File: src/rtl/mips_pkg.sv
// mips_pkg: shared redirect encodings, fetch FSM states and default vectors for the MIPS fetch front end.
package mips_pkg;
   typedef enum logic [1:0] {REDIR_TGT = 2'd0, REDIR_IRQ = 2'd1, REDIR_EXC = 2'd2, REDIR_RSV = 2'd3} redir_src_e;
   typedef enum logic [1:0] {IDLE, WAIT, DRAIN} fetch_state_e;
   localparam int          KBIT_DEF      = 31;
   localparam logic [31:0] RESET_VEC_DEF = 32'h0000_0000;
   localparam logic [31:0] IRQ_VEC_DEF   = 32'h8000_0004;
   localparam logic [31:0] EXC_VEC_DEF   = 32'h8000_0008;
endpackage

File: src/rtl/fetch_queue.sv
// fetch_queue: circular prefetch FIFO of {pc, instr} pairs with push/pop/flush and occupancy count.
module fetch_queue #(
   parameter int XLEN  = 32,
   parameter int DEPTH = 4,
   localparam int AW   = $clog2(DEPTH)
) (
   input  logic            clk,
   input  logic            reset,
   input  logic            push,
   input  logic            pop,
   input  logic            flush,
   input  logic [XLEN-1:0] push_pc,
   input  logic [XLEN-1:0] push_instr,
   output logic [XLEN-1:0] head_pc,
   output logic [XLEN-1:0] head_instr,
   output logic [AW:0]     count
);
   logic [XLEN-1:0] pc_mem    [DEPTH];
   logic [XLEN-1:0] instr_mem [DEPTH];
   logic [AW-1:0]   rd, wr;

   assign head_pc    = pc_mem[rd];
   assign head_instr = instr_mem[rd];

   always_ff @(posedge clk or posedge reset)
      if (reset) begin
         rd    <= '0;
         wr    <= '0;
         count <= '0;
      end else if (flush) begin
         rd    <= '0;
         wr    <= '0;
         count <= '0;
      end else begin
         if (push) wr <= wr + 1'b1;
         if (pop) rd <= rd + 1'b1;
         count <= count + (AW+1)'(push) - (AW+1)'(pop);
      end

   // storage needs no reset: the head is only observed while count is nonzero
   always_ff @(posedge clk)
      if (push) begin
         pc_mem[wr]    <= push_pc;
         instr_mem[wr] <= push_instr;
      end
endmodule

File: src/rtl/mips_fetch_unit.sv
// mips_fetch_unit: PC owner and single-outstanding instruction fetcher feeding decode through a prefetch queue.
module mips_fetch_unit
   import mips_pkg::*;
#(
   parameter int              XLEN      = 32,
   parameter int              DEPTH     = 4,
   parameter int              KBIT      = KBIT_DEF,
   parameter logic [XLEN-1:0] RESET_VEC = XLEN'(RESET_VEC_DEF),
   parameter logic [XLEN-1:0] IRQ_VEC   = XLEN'(IRQ_VEC_DEF),
   parameter logic [XLEN-1:0] EXC_VEC   = XLEN'(EXC_VEC_DEF)
) (
   input  logic            clk,
   input  logic            reset,
   output logic            imem_req,
   output logic [XLEN-1:0] imem_addr,
   input  logic            imem_ack,
   input  logic [XLEN-1:0] imem_rdata,
   output logic            if_valid,
   input  logic            if_ready,
   output logic [XLEN-1:0] if_instr,
   output logic [XLEN-1:0] if_pc,
   output logic [XLEN-1:0] if_pcp4,
   output logic            if_irq,
   input  logic            irq,
   input  logic            redir_valid,
   input  logic [1:0]      redir_src,
   input  logic [XLEN-1:0] redir_target
);
   localparam int              AW       = $clog2(DEPTH);
   localparam logic [AW:0]     CNT_FULL = (AW+1)'(DEPTH);
   localparam logic [XLEN-1:0] AMASK    = ~((XLEN'(1) << KBIT) | XLEN'(3));

   fetch_state_e    state, state_nx;
   logic [XLEN-1:0] fetch_pc, req_pc, redir_pc, head_pc, head_instr;
   logic [AW:0]     count;
   logic            push, pop;

   assign imem_req  = ~reset & (state == IDLE) & (count != CNT_FULL) & ~redir_valid;
   assign imem_addr = fetch_pc & AMASK;
   // an ack is only a real response while waiting; stale or unsolicited acks are dropped
   assign push      = imem_ack & (state == WAIT) & ~redir_valid;
   assign if_valid  = count != '0;
   assign pop       = if_valid & if_ready & ~redir_valid;
   assign redir_pc  = redir_src == REDIR_IRQ ? IRQ_VEC :
                      redir_src == REDIR_EXC ? EXC_VEC : redir_target & ~XLEN'(3);
   assign if_pc     = if_valid ? head_pc : '0;
   assign if_pcp4   = if_valid ? head_pc + XLEN'(4) : '0;
   assign if_instr  = if_valid ? head_instr : '0;
   assign if_irq    = if_valid & irq & ~head_pc[KBIT];

   always_comb begin
      state_nx = state;
      state_nx = redir_valid                  ? ((state != IDLE && !imem_ack) ? DRAIN : IDLE) :
                 imem_req                     ? WAIT :
                 (imem_ack && state != IDLE)  ? IDLE : state;
   end

   always_ff @(posedge clk or posedge reset)
      if (reset) begin
         state    <= IDLE;
         fetch_pc <= RESET_VEC;
         req_pc   <= '0;
      end else begin
         state <= state_nx;
         if (redir_valid) fetch_pc <= redir_pc;
         else if (imem_req) begin
            fetch_pc <= fetch_pc + XLEN'(4);
            req_pc   <= fetch_pc;
         end
      end

   fetch_queue #(.XLEN(XLEN), .DEPTH(DEPTH)) u_queue (
      .clk        (clk),
      .reset      (reset),
      .push       (push),
      .pop        (pop),
      .flush      (redir_valid),
      .push_pc    (req_pc),
      .push_instr (imem_rdata),
      .head_pc    (head_pc),
      .head_instr (head_instr),
      .count      (count)
   );
endmodule

File: config.mk
export PLATFORM = sky130hd
export DESIGN_NAME = mips_fetch_unit
export DESIGN_NICKNAME = d
export VERILOG_FILES = /design/src/rtl/mips_pkg.sv /design/src/rtl/fetch_queue.sv /design/src/rtl/mips_fetch_unit.sv
export SDC_FILE = /design/constraint.sdc
export NUM_CORES = 1
export LEC_CHECK = 0
export ABC_AREA = 1
export CAP_MARGIN = 20
export CORE_MARGIN = 1.5
export CORE_UTILIZATION = 40
export DETAILED_ROUTE_END_ITERATION = 8
export GPL_TIMING_DRIVEN = 0
export PLACE_DENSITY = 0.72
export SETUP_SLACK_MARGIN = 0.02
export SLEW_MARGIN = 25
export SYNTH_ARGS = -nofsm -noshare
export SYNTH_HDL_FRONTEND = slang
export SYNTH_SLANG_ARGS = --single-unit
File: constraint.sdc
create_clock -name clk -period 7.7 [get_ports clk]
set_clock_uncertainty 0.15 [all_clocks]
set_input_delay 1.54 -clock clk [delete_from_list [all_inputs] [get_ports clk]]
set_output_delay 1.54 -clock clk [all_outputs]
set_load 0.005 [all_outputs]
==> summary.txt, run 1 <==
Cells and area
  • Non-Filler Instances: 2396
  • N_diodes: 0
  • Fin util: 50.8%
  • Final net count: 1942
  • Number of fill cells in the layout: 3376
  • P&R area growth vs syn: 25.8%
  • Layout cells sized above 1: 9.60%

Setup path
  • R2R depth: 12
  • CP top delay family: buffers and inverters
  • Crit path max fanout: 10
  • Ordered list of cells on the worst path: or2_2 -> nor2_1 -> clkbuf_1 -> clkbuf_1 -> a21oi_1 -> clkdlybuf4s50_1
  • Worst setup SP type: register
  • CP Capture Point: if_pc[20]
  • Worst Setup End Kind: output pin
  • Critical Path Stages: 6
  • R2R Path Start: u_queue.count[1]
  • Req. time, crit path: 6010 ps
  • Reg-to-Reg End: u_queue.count[2]
  • Crit-path slowest cell: clkbuf_1
  • Bufs and invs on worst path: 3
  • WS Path Type: reg2out
  • Worst Path Arrival: 3950 ps
  • Reg-to-reg slack, setup: 3820 ps
  • Most numerous cell on the critical path: clkbuf_1
  • CP max stage delay: 670 ps
  • Crit. Startpoint: u_queue.count[1]

CTS
  • CTS root buffer: clkbuf_16
  • CTS Buf Count: 31
  • Postcts setup bufs: 0
  • CTS tree: built
  • Hold-fix buffers at CTS: 0
  • Clk buf depth: 3
  • Cts repair resizes: 0
  • # H-tree levels: 1
  • Clock slew at reported path FFs: 60 ps
  • Worst skew pair latency: 550 ps
  • CTS sink count: 317

GRT
  • Initial antenna violation count: 0
  • GRT Overall Usage: 21.6%
  • Vias in the first global route: 11536
  • Largest net degree at the start of global routing: 46
  • GRT overflow: 0
  • Global-route wire length before repair: 64.9 mm

Logic synthesis
  • Post-synth top flop: edfxtp_1
  • Synth warn: 0
  • Share of the yosys chip area belonging to registers: 60.6%
  • Mapped cell area: 0.0151 mm2
  • Synth Instances: 1617
  • Number of synthesized register bits: 317
  • Syn_area_per_cell: 9.36 um2
  • Post-synth EDFFs: 248
  • Synth cell types: 46
  • Ys async rst share: 21.8%

Floorplan
  • Row count: 71
  • Die area: 0.0390 mm2
  • I/O pin count: 203
  • Die width: 198 um
  • Chip Height: 198 um
  • Core box area: 0.0375 mm2
  • Starting Density: 40.4%

STA
  • RSZ-0062 raised after global routing: false
  • Highest Clock Rate: 0.177 GHz
  • Slew Viols, Final: 0
  • Measured slew at the worst slew-check pin: 857 ps
  • Post-route minimum period: 5640 ps
  • Final setup viols: 0
  • Fin. Hold Viols: 0
  • Worst Setup Slack, final: 2060 ps
  • Setup TNS: 0 ps
  • Worst relative slew slack: 42.7%
  • Final Cycle Share: 73.2%

Drt
  • Wire per inst: 17.7 um
  • Routed WL: 42.4 mm
  • Post-route ant nets: 0
  • # DRC: 0
  • Vias per inst: 5.04
  • Initial drt markers: 911
  • DR vias: 12068
  • Router iterations before antenna repair: 7

Placement
  • Placed Cells: 2339
  • Dpl hpwl: 31.0 mm
  • PortBufs: 192
  • Setup WS pre-CTS: 2420 ps
  • Routability cong.: 0.921

Job
  • Max_cap viols: 0

Hold path
  • Cells on Worst Hold Path: 0
  • Worst Hold Class: reg2reg

Power and ir drop
  • Maximum vdd drop: 176 uV
  • Power Dens Cells: 312 mW/mm2
  • LEAKAGE: 7.45 nW
  • Design Power: 5.93 mW

Outcome
  • Status: completed
==> routing by layer <==
metal	global-route usage [%]	up-vias	share of wire, %	routed length [um]
met2	35.9	480	47	20000
met5	0	-	0	0
met4	6.02	0	2.4	1010
met3	2.49	64	6.9	2920
met1	29.9	5684	44	18500
li1	-	5840	-	-
==> synth_stat cells, drive strengths merged (2+ instances only) <==
| cell type | number | area [um2] |
|---|---|---|
| a22o | 2 | 17.5 |
| nand2 | 444 | 1710 |
| a22oi | 15 | 113 |
| buf | 79 | 581 |
| ha | 8 | 100 |
| nor3 | 16 | 85.1 |
| or2 | 3 | 18.8 |
| nand4 | 8 | 50.1 |
| clkbuf | 27 | 101 |
| edfxtp | 248 | 7450 |
| xor2 | 2 | 17.5 |
| inv | 100 | 385 |
| a21oi | 86 | 430 |
| nand3 | 84 | 430 |
| nor2 | 286 | 1160 |
| clkinv | 3 | 11.3 |
| o21ai | 121 | 613 |
| o211ai | 3 | 22.5 |
| dfrtp | 69 | 1730 |
| a32oi | 3 | 26.3 |
==> flip-flops by register name (all words and copies together) (netlist names) <==
signal,count
req_pc,30
u_queue.wr,2
u_queue.rd,2
u_queue.instr_mem,128
u_queue.pc_mem,120
u_queue.count,3
state,2
fetch_pc,30
==> stage by stage <==
| step | cell area, um2 | hold WS (ps) |
|---|---|---|
| floorplan | 15200 | 326 |
| global placement | 17700 | 337 |
| detailed placement | 18100 | 354 |
| CTS | 19000 | 367 |
| global route | 19000 | 388 |
| finish | 19000 | 358 |
==> layout by cell type (no fill, tap or decap), types with 11 or more instances in the layout <==
cell type and instances:
o21ai_0 111, clkdlybuf4s50_1 192, nand3_1 82, inv_1 93, nand2_1 428, nor2_2 12, buf_16 11, clkbuf_16 31
nor3_1 15, buf_4 41, clkbuf_1 40, buf_2 17, nor2_4 12, dfrtp_1 69, a21oi_1 86, a22oi_1 15
nand2_2 15, buf_6 13, edfxtp_1 248, nor2_1 262
==> worst min-delay path by stage <==
| stage | start | end | slack (ps) |
|---|---|---|---|
| finish | req_pc[21] | u_queue.pc_mem[0][21] | 360 |
| global route | req_pc[22] | u_queue.pc_mem[3][22] | 390 |
| CTS | req_pc[21] | u_queue.pc_mem[0][21] | 370 |
| detailed placement | req_pc[14] | u_queue.pc_mem[0][14] | 350 |
| global placement | req_pc[20] | u_queue.pc_mem[1][20] | 340 |
| floorplan | req_pc[10] | u_queue.pc_mem[0][10] | 330 |
==> worst reg2reg max path: stages, from the launching register on <==
cell and delay [ps]:
dfrtp_1 420, or2_2 320, nor2_1 660, clkinv_1 540
nand2_1 380, nor2_1 90, ha_1 300, inv_1 60
ha_1 130, inv_1 50, fa_1 380, and3_1 180
nor3_1 120
==> logic make-up after synthesis <==
logic type | count (synthesis) | share of synthesized area (%)
AND/OR/NAND/NOR | 843 | 22.9
flip-flops | 317 | 60.6
AO/OA/AOI/OAI | 235 | 8.33
buffers and inverters | 209 | 7.13
adder cells (fa/ha/maj) | 9 | 0.794
XOR/XNOR | 3 | 0.174
other | 1 | 0.0248
==> final cells by class <==
type	instances	area, um2	area share, %
plain buffers	106	682	3.58
multi-input cells	1097	4930	25.9
well taps	511	639	3.36
flip-flops and latches	317	9170	48.2
repair buffers	205	2260	11.9
clock inverters	10	82.6	0.434
inverters	103	399	2.10
clock buffers	47	866	4.55
==> power by group <==
part / total, mW / internal (mW) / switching, mW
combinational: 2.24 / 0.968 / 1.27
clock: 1.42 / 0.806 / 0.611
sequential: 2.28 / 2.07 / 0.203
total: 5.93 / 3.85 / 2.08
Note: power is estimated with default switching activity, not from simulation.
==> run 2: changes to the inputs <==
Settings changed: PLACE_DENSITY 0.72 to 0.75.
Clock period 7.7 ns to 4.61 ns, I/O delays scaled along.
==> summary.txt, run 2 (synthesis gave the netlist of run 1 again) <==
Outcome
  • Status: completed

Setup path
  • Worst Setup End Kind: output pin
  • Reg-to-Reg End: u_queue.count[2]
  • Worst Path Arrival: 3320 ps
  • R2R Path Start: u_queue.count[1]
  • Crit path max fanout: 10
  • Req. time, crit path: 3540 ps
  • WS Path Type: reg2out
  • Worst setup SP type: register
  • R2R depth: 12
  • Reg-to-reg slack, setup: 1060 ps

STA
  • Fin. Hold Viols: 0
  • Final setup viols: 0
  • Final Cycle Share: 95.3%
  • Slew Viols, Final: 0
  • Final Hold Slack: 365 ps
  • Highest Clock Rate: 0.228 GHz
  • RSZ-0062 raised after global routing: false
  • Worst relative slew slack: 54.6%
  • Measured slew at the worst slew-check pin: 679 ps
  • Post-route minimum period: 4390 ps

GRT
  • Largest net degree at the start of global routing: 51
  • GRT Overall Usage: 22.0%
  • Global-route wire length before repair: 66.3 mm
  • Initial antenna violation count: 0
  • GRT overflow: 0
  • Vias in the first global route: 11735

Drt
  • Routed WL: 42.7 mm
  • DR vias: 12127
  • Router iterations before antenna repair: 5
  • Post-route ant nets: 0
  • Vias per inst: 5.06
  • # DRC: 0
  • Wire per inst: 17.8 um
  • Initial drt markers: 1040

Hold path
  • Hold endpoint: u_queue.pc_mem[2][20]
  • Worst Hold Class: reg2reg
  • Hold Crit Start: req_pc[20]
  • Cells on Worst Hold Path: 0

Cells and area
  • Top Registers: u_queue.instr_mem (128), u_queue.pc_mem (120)
  • Most common cell after layout, fill and taps aside: nand2_1
  • Most frequent cells in the layout: nand2_1, nor2_1, edfxtp_1
  • P&R area growth vs syn: 27.1%
  • Final net count: 1944
  • N_diodes: 0
  • Number of fill cells in the layout: 3307
  • Max reg flops: 128
  • Largest register by flop count: u_queue.instr_mem
  • Cell area after layout: 0.0192 mm2
  • Layout cells sized above 1: 10.4%

Floorplan
  • Core box area: 0.0375 mm2
  • Row count: 71
  • Die width: 198 um
  • Starting Density: 40.4%
  • Chip Height: 198 um
  • Die area: 0.0390 mm2
  • I/O pin count: 203

Placement
  • PortBufs: 192
  • Dpl hpwl: 31.2 mm
  • Routability cong.: 0.920
  • Placed Area: 0.0181 mm2

CTS
  • CTS root buffer: clkbuf_16
  • # H-tree levels: 1
  • CTS Buf Count: 31
  • Clk buf depth: 3
  • CTS sink count: 317
  • Clock slew at reported path FFs: 70 ps
  • Worst skew pair latency: 560 ps
  • CTS tree: built

Power and ir drop
  • Maximum vdd drop: 293 uV
  • Power Dens Cells: 530 mW/mm2
  • LEAKAGE: 7.54 nW
  • Design Power: 10.2 mW

Job
  • Max_cap viols: 0
run 2: worst max-delay path, cell delays in order, from the launching register on:
cell             delay (ps)
dfrtp_1                 440
or2_2                   330
nor2_2                  420
clkbuf_2                430
buf_1                   500
a21oi_1                 140
clkdlybuf4s50_1         480
run 2: worst max path at each step:
stage,from,to,cells after the start
after floorplan,redir_valid,u_queue.instr_mem[0][0],4
after global placement,imem_ack,u_queue.instr_mem[3][8],5
after detailed placement,u_queue.count[1],if_pc[20],6
after CTS,u_queue.rd[0],if_pcp4[28],17
after global routing,u_queue.rd[0],if_pcp4[30],19
final,u_queue.count[1],if_instr[15],6
run 2: area by class of cell:
cell class	instances	area, um2	share of cell area, %
buffer	106	684	3.56
clock buffer	33	783	4.07
clock inverter	23	285	1.48
inverter	103	399	2.08
multi-input combinational	1097	4950	25.8
sequential	317	9170	47.7
tap	511	639	3.32
timing repair buffer	207	2310	12.0
run 2: per-layer routing:
metal / wire length [um] / up-vias / global-route usage (%) / share of wire [%]
met4: 852 / 0 / 5.37 / 2.0
met5: 0 / - / 0 / 0
met1: 18600 / 5712 / 30.7 / 44
met2: 20200 / 503 / 36.6 / 47
met3: 3030 / 59 / 2.56 / 7.1
li1: - / 5853 / - / -
run 2: timing repair:
action / in CTS / in global routing
hold buffers: 0 / 0
gates resized for setup: 3 / 6
pin swaps: 0 / 1
buffers inserted: 0 / 1
setup endpoints to repair: 51 / 10
hold endpoints to repair: 0 / 0
run 2: metrics by stage:
stage	utilization, %	instances	setup slack, ps	TNS [ps]
global placement	47.3	2326	-2580	-630690
detailed placement	48.4	2340	177	0
finish	51.3	2397	218	0
CTS	51.2	2396	37.3	0
global route	51.3	2397	78.1	0
floorplan	-	1623	15.4	0
run 2: report_power, final:
group | switching, mW | leakage, nW | internal [mW] | total [mW]
Clock | 1.06 | 0.516 | 1.57 | 2.62
Sequential | 0.337 | 3.11 | 3.46 | 3.80
Combinational | 2.13 | 3.91 | 1.63 | 3.76
Total | 3.53 | 7.54 | 6.66 | 10.2
